## src/rtl/mips_muldiv_unit.sv

```systemverilog
// Iterative MIPS multiply/divide unit. It uses a shift-add multiplier and a restoring
// divider, holds architectural HI/LO, supports MTHI/MTLO writes, and stalls on busy hazards.
module mips_muldiv_unit #(
  parameter int width = 32
) (
  input  logic             clk,
  input  logic             rst_b,
  input  logic             start,
  input  logic [1:0]       op,
  input  logic [width-1:0] rs_data,
  input  logic [width-1:0] rt_data,
  input  logic             hilo_rd,
  input  logic             mthi,
  input  logic             mtlo,
  input  logic             flush,
  output logic [width-1:0] hi,
  output logic [width-1:0] lo,
  output logic             busy,
  output logic             done,
  output logic             stall
);

  localparam int W2 = 2 * width;

  typedef enum logic [1:0] {IDLE, RUN, FIX} state_e;

  state_e           state_q, state_d;
  logic [4:0]       cnt_q, cnt_d;
  logic [width-1:0] hi_q, hi_d;
  logic [width-1:0] lo_q, lo_d;
  logic             done_q, done_d;
  logic             is_div_q, is_div_d;
  logic             dz_q, dz_d;
  logic             neg_pq_q, neg_pq_d;
  logic             neg_r_q, neg_r_d;
  logic [W2-1:0]    acc_q, acc_d;
  logic [width-1:0] opnd_q, opnd_d;

  function automatic logic [width-1:0] neg_w(input logic [width-1:0] v);
    return ~v + width'(1);
  endfunction

  function automatic logic [W2-1:0] neg_2w(input logic [W2-1:0] v);
    return ~v + W2'(1);
  endfunction

  function automatic logic [width-1:0] mag_w(input logic signed [width-1:0] v,
                                             input logic is_signed);
    return (is_signed && (v < 0)) ? neg_w(v) : v;
  endfunction

  logic             start_sgn, start_dz;
  logic [width-1:0] a_mag, b_mag;

  // A zero divisor keeps the raw dividend so that it rotates intact into HI.
  assign start_sgn = ~op[0];
  assign start_dz  = op[1] & (rt_data == '0);
  assign a_mag     = mag_w(rs_data, start_sgn & ~start_dz);
  assign b_mag     = mag_w(rt_data, start_sgn);

  logic [width:0]  mul_sum, div_trial;
  logic            div_borrow;
  logic [W2-1:0]   mul_step, div_step;

  // Multiply: acc = {partial product, remaining multiplier bits}.
  // Divide: acc = {remainder, dividend shifting into quotient}.
  always_comb begin
    mul_sum    = {1'b0, acc_q[W2-1:width]} + {1'b0, opnd_q};
    mul_step   = acc_q[0] ? {mul_sum, acc_q[width-1:1]} : {1'b0, acc_q[W2-1:1]};
    div_trial  = acc_q[W2-1:width-1] - {1'b0, opnd_q};
    div_borrow = div_trial[width] & ~dz_q;
    div_step   = div_borrow ? {acc_q[W2-2:0], 1'b0}
                            : {div_trial[width-1:0], acc_q[width-2:0], 1'b1};
  end

  always_comb begin
    state_d  = state_q;
    cnt_d    = cnt_q;
    hi_d     = hi_q;
    lo_d     = lo_q;
    done_d   = 1'b0;
    is_div_d = is_div_q;
    dz_d     = dz_q;
    neg_pq_d = neg_pq_q;
    neg_r_d  = neg_r_q;
    acc_d    = acc_q;
    opnd_d   = opnd_q;
    unique case (state_q)
      IDLE: begin
        if (start) begin
          if (!flush) begin
            state_d  = RUN;
            cnt_d    = 5'd31;
            is_div_d = op[1];
            dz_d     = start_dz;
            neg_pq_d = start_sgn & ~start_dz & (rs_data[width-1] ^ rt_data[width-1]);
            neg_r_d  = start_sgn & ~start_dz & op[1] & rs_data[width-1];
            opnd_d   = op[1] ? b_mag : a_mag;
            acc_d    = {{width{1'b0}}, (op[1] ? a_mag : b_mag)};
          end
        end else begin
          if (mthi) hi_d = rs_data;
          if (mtlo) lo_d = rs_data;
        end
      end
      RUN: begin
        if (flush) begin
          state_d = IDLE;
        end else begin
          acc_d = is_div_q ? div_step : mul_step;
          if (cnt_q == 5'd0) state_d = FIX;
          else               cnt_d   = cnt_q - 5'd1;
        end
      end
      FIX: begin
        state_d = IDLE;
        if (!flush) begin
          done_d = 1'b1;
          if (is_div_q) begin
            lo_d = neg_pq_q ? neg_w(acc_q[width-1:0]) : acc_q[width-1:0];
            hi_d = neg_r_q  ? neg_w(acc_q[W2-1:width]) : acc_q[W2-1:width];
          end else begin
            {hi_d, lo_d} = neg_pq_q ? neg_2w(acc_q) : acc_q;
          end
        end
      end
      default: state_d = IDLE;
    endcase
  end

  always_ff @(posedge clk or negedge rst_b) begin
    if (!rst_b) begin
      state_q  <= IDLE;
      cnt_q    <= '0;
      hi_q     <= '0;
      lo_q     <= '0;
      done_q   <= 1'b0;
      is_div_q <= 1'b0;
      dz_q     <= 1'b0;
      neg_pq_q <= 1'b0;
      neg_r_q  <= 1'b0;
    end else begin
      state_q  <= state_d;
      cnt_q    <= cnt_d;
      hi_q     <= hi_d;
      lo_q     <= lo_d;
      done_q   <= done_d;
      is_div_q <= is_div_d;
      dz_q     <= dz_d;
      neg_pq_q <= neg_pq_d;
      neg_r_q  <= neg_r_d;
    end
  end

  always_ff @(posedge clk) begin
    acc_q  <= acc_d;
    opnd_q <= opnd_d;
  end

  assign busy  = (state_q != IDLE);
  assign stall = busy & (start | hilo_rd | mthi | mtlo);
  assign hi    = hi_q;
  assign lo    = lo_q;
  assign done  = done_q;

endmodule

```

## config.mk

```make
export PLATFORM = sky130hd
export DESIGN_NAME = mips_muldiv_unit
export DESIGN_NICKNAME = d
export VERILOG_FILES = /design/src/rtl/mips_muldiv_unit.sv
export SDC_FILE = /design/constraint.sdc
export NUM_CORES = 1
export LEC_CHECK = 0
export BUFFER_PORTS_ARGS = -buffer_cell sky130_fd_sc_hd__buf_4
export CORE_MARGIN = 8
export CORE_UTILIZATION = 50
export CTS_BUF_LIST = sky130_fd_sc_hd__clkbuf_4
export DETAILED_ROUTE_END_ITERATION = 7
export PLACE_DENSITY_LB_ADDON = 0.08
export SYNTH_ARGS = -nofsm -noshare
export SYNTH_HDL_FRONTEND = slang
export SYNTH_SLANG_ARGS = --single-unit
```

## constraint.sdc

```tcl
create_clock -name clk -period 11.6 [get_ports clk]
set_clock_uncertainty 0.15 [all_clocks]
set_input_delay 0.58 -clock clk [delete_from_list [all_inputs] [get_ports clk]]
set_output_delay 0.58 -clock clk [all_outputs]
set_load 0.005 [all_outputs]
```

Word-level counts from Yosys, hierarchy flattened

Index checks and enable logic that the tools add are counted.

Reduce and logical (&&, ||, !) cells: 14
Bitwise logic cells: 20
Shift operators: 0
Add/sub/neg operators: 8
Multipliers: 0
Magnitude comparators: 2
Multiplexer cells: 36
Equal/unequal tests: 11
Div/mod/pow operators: 0

Operators with widths:

| cell                                                         | count |
|---|---|
| two-way mux 32 bit                                           | 14 |
| two-way mux 64 bit                                           | 7 |
| adder 32 x 1 -> 32 bit (second input constant)               | 4 |
| NOT 32 bit                                                   | 4 |
| one-hot mux 32 bit (2 select lines)                          | 2 |
| one-hot mux 64 bit (2 select lines)                          | 1 |
| adder 64 x 1 -> 64 bit (second input constant)               | 1 |
| less-than comparator 32 x 1 -> 1 bit (second input constant) | 2 |
| NOT 64 bit                                                   | 1 |
| adder 32 x 32 -> 33 bit                                      | 1 |
| subtractor 33 x 32 -> 33 bit                                 | 1 |
| logical NOT 32 bit                                           | 1 |
| two-way mux 5 bit                                            | 4 |
| != test 2 bit (second input constant)                        | 8 |
| AND reduction 4 bit                                          | 3 |
| one-hot mux 5 bit (2 select lines)                           | 1 |
| two-way mux 2 bit                                            | 4 |
| AND 1 bit                                                    | 7 |
| AND reduction 3 bit                                          | 2 |
| nonzero test 2 bit                                           | 3 |
| logical NOT 5 bit                                            | 1 |
| AND reduction 5 bit                                          | 1 |
| subtractor 5 x 1 -> 5 bit (second input constant)            | 1 |
| NOT 1 bit                                                    | 4 |
| other kinds (9)                                              | 13 |

Bits in read-only memories: 0
Flip-flop bits (word level): 172
Memories kept: 0
Latch bits: 0
Memory bits (writable): 0

Longest topological paths before layout

Depth after elaboration: 10
Mapped depth: 14
Mapped depth without buffers: 12

Worst setup path before layout

Ideal clock, no wire load.

Path type: input to register
Start point: input port flush
End point: register acc_q[0], enable pin
Setup slack: 5.910 ns
Stages on the path: 1
Arrival: 4.976 ns
Library setup time: 0.564 ns
Data required time: 10.886 ns
Cell sequence: nor3_1

Cells in the longest elaborated chain, start to end: 2
Elaborated cells between the ends (all ways): 3

Ends and longest elaborated chain:

| element                                | line | source |
|---|---|---|
| from (decl)                            | 15   | `input logic flush,` |
| != test 2 bit (no source line)         | n/a  |  |
| AND reduction 4 bit (no source line) * | n/a  |  |
| to (signal assigned)                   | 156  | `acc_q <= acc_d;` |
| to (decl)                              | 36   | `logic [W2-1:0] acc_q, acc_d;` |

Every way passes the cells marked *; elsewhere a longest branch is shown, timed or not.
A chain may end at the register's enable or synchronous reset.

Final worst setup path

Start point: register acc_q[38]
End point: register acc_q[45], data pin

Cells in the longest elaborated chain, start to end: 6
Elaborated cells between the ends (all ways): 8

Ends and longest elaborated chain:

| element                               | line | source |
|---|---|---|
| subtractor 33 x 32 -> 33 bit          | 70   | `div_trial = acc_q[W2-1:width-1] - {1'b0, opnd_q};` |
| AND 1 bit                             | 71   | `div_borrow = div_trial[width] & ~dz_q;` |
| two-way mux 64 bit                    | 72   | `div_step = div_borrow ? {acc_q[W2-2:0], 1'b0}` |
| two-way mux 64 bit *                  | 110  | `acc_d = is_div_q ? div_step : mul_step;` |
| two-way mux 64 bit *                  | 107  | `if (flush) begin` |
| one-hot mux 64 bit (2 select lines) * | 88   | `unique case (state_q)` |

Every way passes the cells marked *; elsewhere a longest branch is shown, timed or not. The select of a mux whose other input is x is not followed.

==> reports/results.ini <==
[clock_tree]
cts_max_level = 4
clk_latency_ps = 610
root_buffer = clkbuf_4
cts_tree = done
clockBufferDepth = 2
cts_setup_buffers = 0
numCtsBuffers = 17
cts.sinks = 172
clk_pin_slew_ps = 200

[synthesis]
yosys.cell_types.count = 86
syn_area_mm2 = 0.0152
asyncSetResetFlopFracSynth_pct = 44.2
syn-num-nets = 1974
synthFlopType = edfxtp_1
ys_top_cells_by_count = nand2_1, o21ai_0, a21oi_1, nor2_1, edfxtp_1
yosysMostFrequentCell = nand2_1
synth_xor_area_share_pct = 9.56
synth_mux_area_share_pct = 6.50
synth_top_family_by_area = compound AO/OA/AOI/OAI gates
synth-adder-area-share_pct = 6.02
yosys_warnings = 0
ys_seq_elements = 172
seq_area_frac_synth_pct = 31.5
synth_compound_area_share_pct = 23.8
synth_top_area_cell = edfxtp_1
synthTopCellsByArea = edfxtp_1, dfrtp_1, o21ai_0
synth_simple_gate_area_share_pct = 18.2
syn_area_per_cell_um2 = 8.31
post-synth-top-area-fraction_pct = 19.0
syn_inst = 1829
synth_edf_count = 96

[setup_path]
start_kind = flip-flop
startpoint = acc_q[38]
endpoint = acc_q[45]
cp.arrival_ps = 4840
r2r_end = acc_q[45]
r2r_start = acc_q[38]
worst_setup_path_end_kind = flip-flop
crit_type = flip-flop to flip-flop
cp.required_ps = 11890
rr_worst_depth = 11
crit_path_max_fanout = 35
rrSetupSlack_ps = 7040

[detailed_routing]
ant_nets = 0
drtIter0Drc = 1637
wire_per_inst_um = 24.8
num_vias = 14758
drt_wl_total_um = 57300
avgViaCountPerCell = 6.38
drc = 0
drt_pass1_iterations = 8

[sta]
post-route-min-period_ps = 4560
finalMaxSlewViolations = 0
fmax_mhz = 219
relSlewSlack_pct = 14.4
hold_violations = 0
fin_ws_ps = 7040
finalSetupViolCount = 0
tightestPinTransition_ps = 1280
post-route-period-util_pct = 39.3
rsz0062_at_grt = no
hold_ws_ps = 137
fin_tns_setup_ps = 0

[grt]
grt_pass1_wl_um = 85500
grt_pass1_vias = 14008
grt_max_degree = 85
use_met2_pct = 50.4
grt_util_met3_pct = 4.92
antenna_found_initial = 3
grt_use_total_pct = 30.9
grt_overflow = 0
busiest_layer = met2
grt_util_met1_pct = 39.3

[floorplan]
die_width_um = 190
coreArea_mm2 = 0.0303
pin_count = 140
die-area_mm2 = 0.0363
num_rows = 64
die_y_um = 190
start_util_pct = 50.2

[layout]
areaGrowthSynthToFinish_pct = 10.8
nets = 2047
layout-drive-gt1-share_pct = 13.0
final_util_pct = 55.7
fin_cells = 2312
finalInstanceArea_mm2 = 0.0169

[pwr]
irDropWorstVdd_v = 0.0000904
p_leak_nw = 6.77
totalPowerFinal_mw = 2.22
p_per_area_mw_per_mm2 = 132

[placement]
place_ws_ps = 7100
post_dp_cell_area_mm2 = 0.0165
hpwlAfterDp_um = 43900
placed_cells = 2277
port_buffers = 139
place_congestion = 1.02

[outcome]
status = complete, no violations

[flow_run]
drv_cap = 0

[worst_hold_path]
hp-class = primary input to asynchronous set/reset pin

[logic make-up after synthesis]
group | count (synthesis)
xor+xnor | 166
mux | 95
fa+ha+maj | 72
flops | 172
compound gates | 574
buf+inv | 179
simple gates | 571
[flip-flops by register name (all words and copies together) (netlist names)]
name	flops
opnd_q	32
lo	32
cnt_q	5
neg_pq_q	1
hi	32
acc_q	64
is_div_q	1
done	1
dz_q	1
state_q	2
neg_r_q	1
[worst min path at each step]
stage	startpoint	end	slack [ps]	cells after the start
3_3_place_gp	rst_b	done	250	1
3_5_place_dp	rst_b	done	250	1
4_1_cts	rst_b	hi[25]	130	2
5_1_grt	rst_b	hi[21]	130	2
2_1_floorplan	rst_b	cnt_q[0]	130	0
6_report	rst_b	hi[25]	140	2
[placed cells by master (no fill, tap or decap), drive strengths merged, types with 20 or more instances in the layout]
cell	synthesis	layout
nand2	202	202
o21ai	187	187
buf	12	154
a21oi	149	149
nor2	138	138
edfxtp	96	96
xnor2	95	95
inv	77	84
dfrtp	76	76
xor2	71	71
ha	70	70
mux2i	68	68
nor3	45	45
a211oi	44	44
nor2b	33	33
a21o	29	29
or3	27	27
mux2	27	27
o31ai	27	27
or4	20	20
[per-layer routing]
layer	vias up	wire length, µm
met5	-	13
li1	6862	-
met3	145	4100
met2	651	26800
met1	7098	23300
met4	2	3110
[layout make-up]
type | instances | area (µm²)
Antenna cell | 1 | 2.50
Clock buffer | 18 | 135
Clock inverter | 14 | 181
Fill cell | 2885 | 13400
Inverter | 77 | 289
Multi-Input combinational cell | 1478 | 9790
Sequential cell | 172 | 4790
Tap cell | 396 | 495
Timing Repair Buffer | 156 | 1180
[worst max-delay path, stage by stage (launching register included)]
cell and delay (ps):
edfxtp_1 570, ha_1 430, and4_1 220, a21oi_1 180, or4b_2 660, o21ai_0 280
and3b_1 270, mux2i_4 640, buf_4 480, mux2i_1 230, nor2_1 50, a211oi_1 220
[report_power, final]
part	switching [mW]	leakage [nW]	internal, mW
Sequential	0.105	1.83	0.746
Clock	0.258	0.174	0.158
Combinational	0.565	4.76	0.385
[timing repair]
action | in CTS | in global routing
setup endpoints to repair | 0 | 0
endpoints found under the hold margin | 8 | 0
hold buffers | 2 | 0
gates resized for setup | 0 | 0
No activity file was read; power rests on OpenSTA's default activity.
